--- src/rtl/obi_rr_arbiter.sv ---
// -----------------------------------------------------------------------------
// obi_rr_arbiter
//   Two-master / one-slave arbiter for the core-side req/gnt/rvalid memory bus.
//   Lets two cores share one single-port RAM. Grants are round-robin; responses
//   are routed in order using a small FIFO of outstanding transaction IDs.
//
// Ports
//   clk_i, rst_i              clock, asynchronous active-high reset
//   m{0,1}_req_i/gnt_o        master request / grant
//   m{0,1}_addr/we/be/wdata_i master request fields
//   m{0,1}_rvalid/rdata/err_o master response
//   s_req_o/s_gnt_i           slave request / grant
//   s_addr/we/be/wdata_o      slave request fields (muxed from selected master)
//   s_rvalid/rdata/err_i      slave response
//   proto_err_o               sticky: response seen with nothing outstanding
// -----------------------------------------------------------------------------
module obi_rr_arbiter #(
    parameter int AW        = 32,
    parameter int DW        = 32,
    parameter int MAX_OUTST = 2
) (
    input  logic            clk_i,
    input  logic            rst_i,
    input  logic            m0_req_i,
    output logic            m0_gnt_o,
    output logic            m0_rvalid_o,
    input  logic [AW-1:0]   m0_addr_i,
    input  logic            m0_we_i,
    input  logic [DW/8-1:0] m0_be_i,
    input  logic [DW-1:0]   m0_wdata_i,
    output logic [DW-1:0]   m0_rdata_o,
    output logic            m0_err_o,
    input  logic            m1_req_i,
    output logic            m1_gnt_o,
    output logic            m1_rvalid_o,
    input  logic [AW-1:0]   m1_addr_i,
    input  logic            m1_we_i,
    input  logic [DW/8-1:0] m1_be_i,
    input  logic [DW-1:0]   m1_wdata_i,
    output logic [DW-1:0]   m1_rdata_o,
    output logic            m1_err_o,
    output logic            s_req_o,
    input  logic            s_gnt_i,
    input  logic            s_rvalid_i,
    output logic [AW-1:0]   s_addr_o,
    output logic            s_we_o,
    output logic [DW/8-1:0] s_be_o,
    output logic [DW-1:0]   s_wdata_o,
    input  logic [DW-1:0]   s_rdata_i,
    input  logic            s_err_i,
    output logic            proto_err_o
);

    localparam int BW = DW / 8;
    localparam int PW = (MAX_OUTST > 1) ? $clog2(MAX_OUTST) : 1;
    localparam int CW = $clog2(MAX_OUTST + 1);

    // Pointer increment that wraps modulo MAX_OUTST (depth need not be 2^n).
    function automatic logic [PW-1:0] ptr_inc(input logic [PW-1:0] p);
        if (p == PW'(MAX_OUTST - 1)) begin
            return {PW{1'b0}};
        end else begin
            return p + PW'(1);
        end
    endfunction

    logic           fifo_q [MAX_OUTST];
    logic [PW-1:0]  wr_ptr_q, wr_ptr_d;
    logic [PW-1:0]  rd_ptr_q, rd_ptr_d;
    logic [CW-1:0]  count_q, count_d;
    logic           prio_q, prio_d;
    logic           lock_q, lock_d;
    logic           lock_id_q, lock_id_d;
    logic           proto_err_q, proto_err_d;

    logic           sel_s;
    logic           sel_req_s;
    logic           s_req_s;
    logic           grant_s;
    logic           pop_s;
    logic           head_s;

    // Master selection: a locked master keeps the slave until it is granted.
    always_comb begin
        sel_s = 1'b0;
        if (lock_q) begin
            sel_s = lock_id_q;
        end else if (m0_req_i && m1_req_i) begin
            sel_s = prio_q;
        end else if (m1_req_i) begin
            sel_s = 1'b1;
        end else begin
            sel_s = 1'b0;
        end
    end

    // Request qualification; the full check ignores a same-cycle pop on purpose.
    always_comb begin
        sel_req_s = sel_s ? m1_req_i : m0_req_i;
        s_req_s   = sel_req_s && (count_q < CW'(MAX_OUTST)) && !rst_i;
        grant_s   = s_req_s && s_gnt_i;
        pop_s     = s_rvalid_i && (count_q != {CW{1'b0}}) && !rst_i;
        head_s    = fifo_q[rd_ptr_q];
    end

    // Slave-side request fields and master grants.
    always_comb begin
        s_req_o   = s_req_s;
        s_addr_o  = {AW{1'b0}};
        s_we_o    = 1'b0;
        s_be_o    = {BW{1'b0}};
        s_wdata_o = {DW{1'b0}};
        if (s_req_s) begin
            s_addr_o  = sel_s ? m1_addr_i  : m0_addr_i;
            s_we_o    = sel_s ? m1_we_i    : m0_we_i;
            s_be_o    = sel_s ? m1_be_i    : m0_be_i;
            s_wdata_o = sel_s ? m1_wdata_i : m0_wdata_i;
        end else begin
            s_addr_o  = {AW{1'b0}};
        end
        m0_gnt_o = grant_s && !sel_s;
        m1_gnt_o = grant_s && sel_s;
    end

    // Response routing to the master at the FIFO head, zero cycles latency.
    always_comb begin
        m0_rvalid_o = 1'b0;
        m1_rvalid_o = 1'b0;
        m0_rdata_o  = {DW{1'b0}};
        m1_rdata_o  = {DW{1'b0}};
        m0_err_o    = 1'b0;
        m1_err_o    = 1'b0;
        if (pop_s) begin
            if (head_s) begin
                m1_rvalid_o = 1'b1;
                m1_rdata_o  = s_rdata_i;
                m1_err_o    = s_err_i;
            end else begin
                m0_rvalid_o = 1'b1;
                m0_rdata_o  = s_rdata_i;
                m0_err_o    = s_err_i;
            end
        end else begin
            m0_rvalid_o = 1'b0;
        end
        proto_err_o = proto_err_q;
    end

    // Next-state for FIFO pointers, occupancy, priority, lock and error flag.
    always_comb begin
        wr_ptr_d    = wr_ptr_q;
        rd_ptr_d    = rd_ptr_q;
        count_d     = count_q;
        prio_d      = prio_q;
        lock_d      = lock_q;
        lock_id_d   = lock_id_q;
        proto_err_d = proto_err_q;

        if (grant_s) begin
            wr_ptr_d = ptr_inc(wr_ptr_q);
            prio_d   = !sel_s;
            lock_d   = 1'b0;
        end else if (s_req_s) begin
            lock_d    = 1'b1;
            lock_id_d = sel_s;
        end else begin
            lock_d = lock_q;
        end

        if (pop_s) begin
            rd_ptr_d = ptr_inc(rd_ptr_q);
        end else begin
            rd_ptr_d = rd_ptr_q;
        end

        case ({grant_s, pop_s})
            2'b10:   count_d = count_q + CW'(1);
            2'b01:   count_d = count_q - CW'(1);
            default: count_d = count_q;
        endcase

        if (s_rvalid_i && (count_q == {CW{1'b0}})) begin
            proto_err_d = 1'b1;
        end else begin
            proto_err_d = proto_err_q;
        end
    end

    // State registers; reset discards every outstanding transaction.
    always_ff @(posedge clk_i or posedge rst_i) begin
        if (rst_i) begin
            for (int i = 0; i < MAX_OUTST; i++) begin
                fifo_q[i] <= 1'b0;
            end
            wr_ptr_q    <= {PW{1'b0}};
            rd_ptr_q    <= {PW{1'b0}};
            count_q     <= {CW{1'b0}};
            prio_q      <= 1'b0;
            lock_q      <= 1'b0;
            lock_id_q   <= 1'b0;
            proto_err_q <= 1'b0;
        end else begin
            if (grant_s) begin
                fifo_q[wr_ptr_q] <= sel_s;
            end
            wr_ptr_q    <= wr_ptr_d;
            rd_ptr_q    <= rd_ptr_d;
            count_q     <= count_d;
            prio_q      <= prio_d;
            lock_q      <= lock_d;
            lock_id_q   <= lock_id_d;
            proto_err_q <= proto_err_d;
        end
    end

endmodule

--- config.mk ---
export PLATFORM = sky130hd
export DESIGN_NAME = obi_rr_arbiter
export DESIGN_NICKNAME = d
export VERILOG_FILES = /design/src/rtl/obi_rr_arbiter.sv
export SDC_FILE = /design/constraint.sdc
export NUM_CORES = 1
export LEC_CHECK = 0
export BUFFER_PORTS_ARGS = -buffer_cell sky130_fd_sc_hd__buf_2
export CAP_MARGIN = 15
export CORE_AREA = 3 3 123 125
export DETAILED_ROUTE_END_ITERATION = 16
export DIE_AREA = 0 0 126 128
export HOLD_SLACK_MARGIN = 0.05
export PLACE_DENSITY = 0.45
export SLEW_MARGIN = 0
export SYNTH_ARGS = -nofsm -noshare
export SYNTH_HDL_FRONTEND = slang
export SYNTH_SLANG_ARGS = --single-unit
--- constraint.sdc ---
create_clock -name clk_i -period 5.4 [get_ports clk_i]
set_clock_uncertainty 0.15 [all_clocks]
set_input_delay 0.54 -clock clk_i [delete_from_list [all_inputs] [get_ports clk_i]]
set_output_delay 0.54 -clock clk_i [all_outputs]
set_load 0.005 [all_outputs]
# After elaboration in Yosys (flattened, before gate mapping)
# Cells that the tools add are included.
word_totals:
  reg_bits: 10
  inputBits: 177
  output_inout_bits: 141
op_classes:
  add_sub_neg: 4
  magnitude_cmp: 4
  eq_ne: 2
  mux: 35
  bitwise: 3
  reduce_logical: 17
op_table:
  columns: ["cell", "count"]
  rows:
  - ["2-to-1 mux 32 bit", 8]
  - ["2-to-1 mux 1 bit", 22]
  - ["logical AND 1 bit", 10]
  - ["2-to-1 mux 4 bit", 2]
  - ["nonzero test 2 bit", 3]
  - ["greater-or-equal comparator 2 bit (second input constant)", 2]
  - ["inverter 1 -> 2 bit", 2]
  - ["one-hot mux 2 bit (2 select lines)", 1]
  - ["adder 1 bit (second input constant)", 2]
  - ["adder 2 x 1 -> 2 bit (second input constant)", 1]
  - ["bitwise mux 2 bit", 1]
  - ["equality test 2 x 1 -> 1 bit (second input constant)", 1]
  - ["equality test 2 bit (second input constant)", 1]
  - ["zero test 1 bit", 2]
  - ["zero test 2 bit", 1]
  - ["< comparator 2 x 1 -> 1 bit (second input constant)", 1]
  - ["< comparator 2 bit (second input constant)", 1]
  - ["AND reduction 2 bit", 1]
  - ["subtractor 2 x 1 -> 2 bit (second input constant)", 1]
  - ["demux 1 bit (select 1 bit)", 1]
  - ["inverter 1 bit", 1]

# Depth between registers and ports, before layout
logic_depth:
  ltp_word: 9
  mapped_depth: 7
  mapped_depth_nobuf: 7

# Least setup slack after synthesis
# Ideal clock, no wire load.
synth_timing:
  path_type: "input to output"
  startpoint: "input port m1_req_i"
  endpoint: "output port s_addr_o[23]"
  arrival_time_ns: 1.373
  path_slack_ns: 3.337
  stages: 5
  n_path_buf: 1
  path_cell_list: "nor2b_2 a21oi_2 buf_2 nand3_1 a21oi_1"
synth_between:
  elab_chain_len: 7
  elab_cells_between_ends: 9
synth_lines:
  columns: ["item", "line", "rtl"]
  rows:
  - ["start, declared", "33", "input logic m1_req_i,"]
  - ["2-to-1 mux 1 bit / logical AND 1 bit (equally long branches)", "90, 88", null]
  - ["2-to-1 mux 1 bit", "88", "end else if (m0_req_i && m1_req_i) begin"]
  - ["2-to-1 mux 1 bit", "86", "if (lock_q) begin"]
  - ["2-to-1 mux 1 bit", "99", "sel_req_s = sel_s ? m1_req_i : m0_req_i;"]
  - ["logical AND 1 bit (2 in a row)", "100", "s_req_s = sel_req_s && (count_q < CW'(MAX_OUTST)) && !rst_i;"]
  - ["2-to-1 mux 32 bit *", "113", "if (s_req_s) begin"]
  - ["end, declared", "45", "output logic [AW-1:0] s_addr_o,"]
# Every way passes the cells marked *; elsewhere a longest branch is shown, timed or not.

# Worst setup path after layout
layout_timing:
  startpoint: "input port m1_req_i"
  endpoint: "output port s_addr_o[25]"
# Same word-level chain as after synthesis.

==> flow_summary.ini <==
[yosys]
syn_area_per_cell_um2 = 5.24
yosys_register_bits = 10
async_flop_share_pct = 100
synth-main-ff-cell = dfrtp_1
synth_edf_count = 0
synthTopCellsByArea = nand2_1 19%, a21oi_1 17%, nand3_1 17%
ys_top_cells_by_count = 103 x nand2_1, 71 x nor2_1, 69 x a21oi_1, 69 x nand3_1, 20 x clkbuf_1
syn-instance-count = 395
synth_area_um2 = 2070
synth.net_count = 573
yosysMostFrequentCell = nand2_1
synth_largest_area_cell = nand2_1
synth_cell_types = 32
yosysSeqAreaShare_pct = 12.1
synth_warnings = 0
synth_top_area_share_pct = 18.7

[hold_path]
hp-class = in2async

[timing]
rsz0062_at_grt = no
fmaxAchievable_ghz = 0.317
slew_headroom_pct = 31.2
fin_crit_ns = 3.15
post-route-period-util_pct = 58.3
drv_slew = 0
fin_setup_tns_ns = 0
worst-slew-pin-transition_ns = 1.03
finalHoldViolCount = 0
worst_hold_slack_ns = 0.177
final-setup-viol-count = 0

[global_routing]
antenna_found_initial = 0
grt_pass1_wl_um = 18400
grt_start_max_net_pins = 76
grt_overflow = 0
grtUsageTotal_pct = 13.7
first_global_vias = 3510

[power_and_ir_drop]
p_leak_nw = 2.21
switching_share_pct = 55.9
intPower_mw = 0.545
power.density_nw_per_um2 = 323
clkPwrFrac_pct = 10.3
ir_drop_v = 0.000187
p_switching_mw = 0.690
pwr-share-comb_pct = 77.8
seq_power_share_pct = 11.9

[placement]
port_buffers = 317
place_hpwl_um = 9860
place_congestion = 0.813

[worst_setup_path]
cp-end-kind = primary output
cp_max_fo = 57
cp.arrival_ns = 2.46
required_ns = 4.71
crit_type = in2out
cp-start-kind = primary input

[clock_network]
cts_resized = 0
clock-root-buffer = clkbuf_16
htreeDepth = 1
cts_tree = yes
cts_sinks = 10
clockBufferDepth = 2
insertion_delay_ns = 0.23
path_clk_slew_ns = 0.04
ctsHoldBuffers = 0
post_cts_buffers = 0
numCtsBuffers = 3

[floorplanning]
fp.dieH_um = 128
core_area_um2 = 14000
start_util_pct = 14.8
dieWidth_um = 126
die_area_um2 = 16100
ios = 318
rows = 43

[drt]
vias_per_cell = 4.29
drtIter0Drc = 116
wire_per_inst_um = 14.3
dr_total_vias = 3691
drcViolationCount = 0
firstDrtPassIters = 4
ant_nets = 0
wl_um = 12400

[final_layout]
fin_nets = 861
drive_gt1_share_pct = 48.9
area_growth_pct = 84.5
diodes = 0

[flow_run]
cap_violations = 0

[outcome]
status = completed
flip-flops by register name (all words and copies together), names as in the netlist:
signal,flops
lock_q,1
lock_id_q,1
wr_ptr_q,1
proto_err_o,1
rd_ptr_q,1
fifo_q,2
count_q,2
prio_q,1
cell type report:
| cell class | instances | area (µm²) |
|---|---|---|
| clock buffer | 3 | 75.1 |
| fill | 1630 | 10200 |
| inverter | 2 | 7.51 |
| multi-input combinational | 344 | 1640 |
| sequential | 10 | 250 |
| tap | 180 | 225 |
| timing repair buffer | 322 | 1620 |
metal layers:
layer | global-route usage [%] | routed length (µm) | up-vias
li1 | - | - | 1887
met1 | 15.5 | 4610 | 1588
met2 | 25.2 | 6220 | 204
met3 | 4.38 | 1340 | 12
met4 | 2.71 | 179 | 0
met5 | 0 | 0 | -
path summary, 6_finish.rpt:
path	from	to	slack [ns]	depth (start not counted)
max in group asynchronous	rst_i	rd_ptr_q	4.64	2
worst max-delay path	m1_req_i	s_addr_o[25]	2.25	7
worst min-delay path	rst_i	lock_q	0.18	2
worst min register to register	proto_err_o	proto_err_o	0.30	1
min in group clk_i	proto_err_o	proto_err_o	0.30	1
worst max register to register	lock_q	fifo_q[1]	3.26	4
power groups by stage:
stage,logic [mW],clock network [mW],registers (mW)
after floorplan,0.650,0,0.134
after global placement,0.988,0,0.148
after detailed placement,0.981,0,0.148
after CTS,0.985,0.131,0.147
after global routing,1.08,0.135,0.153
final,0.961,0.127,0.147
per-stage QoR:
stage                     utilization, %  cell area (µm²)  worst slack [ns]  power, mW  instances
final                               27.3             3820              2.25       1.24        861
after global routing                27.3             3820              2.04       1.37        861
after CTS                           27.3             3820              2.20       1.26        861
after detailed placement            26.8             3740              2.20       1.13        858
after global placement              26.8             3740              2.23       1.14        858
after floorplan                        -             2070              3.34      0.784        395
critical path, cell delays in order:
cell and delay [ns]:
buf_2 0.12, nor2b_2 0.24, a21o_2 0.83, buf_4 0.34, nand2_1 0.07, a21oi_1 0.13, buf_2 0.14
cells by family (layout without fill, tap and decap cells):
logic type	count (synthesis)	count (layout)	share of synthesized area, %
AOI/OAI and AO/OA	80	80	20.7
xor gates and xnor gates	5	5	2.12
adders and majority gates	1	1	0.604
buffers and inverters	41	327	10.2
DFF	10	10	12.1
muxes	2	2	1.03
and+or+nand+nor	256	256	53.2
cell usage in the layout, fill, tap and decap left out:
| cell | instances |
|---|---|
| a21o_1 | 1 |
| a21o_2 | 1 |
| a21oi_1 | 69 |
| a21oi_4 | 1 |
| a22o_1 | 2 |
| a31oi_1 | 1 |
| and2_1 | 3 |
| and3_4 | 1 |
| and4_1 | 1 |
| buf_2 | 317 |
| buf_4 | 5 |
| clkbuf_16 | 3 |
| dfrtp_1 | 10 |
| ha_1 | 1 |
| inv_1 | 2 |
| mux2_2 | 1 |
| mux2i_4 | 1 |
| nand2_1 | 103 |
| nand2b_1 | 2 |
| nand3_1 | 69 |
| nand3b_1 | 1 |
| nand4_1 | 2 |
| nor2_1 | 71 |
| nor2b_2 | 1 |
| nor3_1 | 1 |
| nor3b_4 | 1 |
| o21a_1 | 2 |
| o21ai_0 | 1 |
| o21ai_4 | 1 |
| o31ai_1 | 1 |
| xnor2_1 | 3 |
| xor2_1 | 2 |
Note: power is estimated with default switching activity, not from simulation.
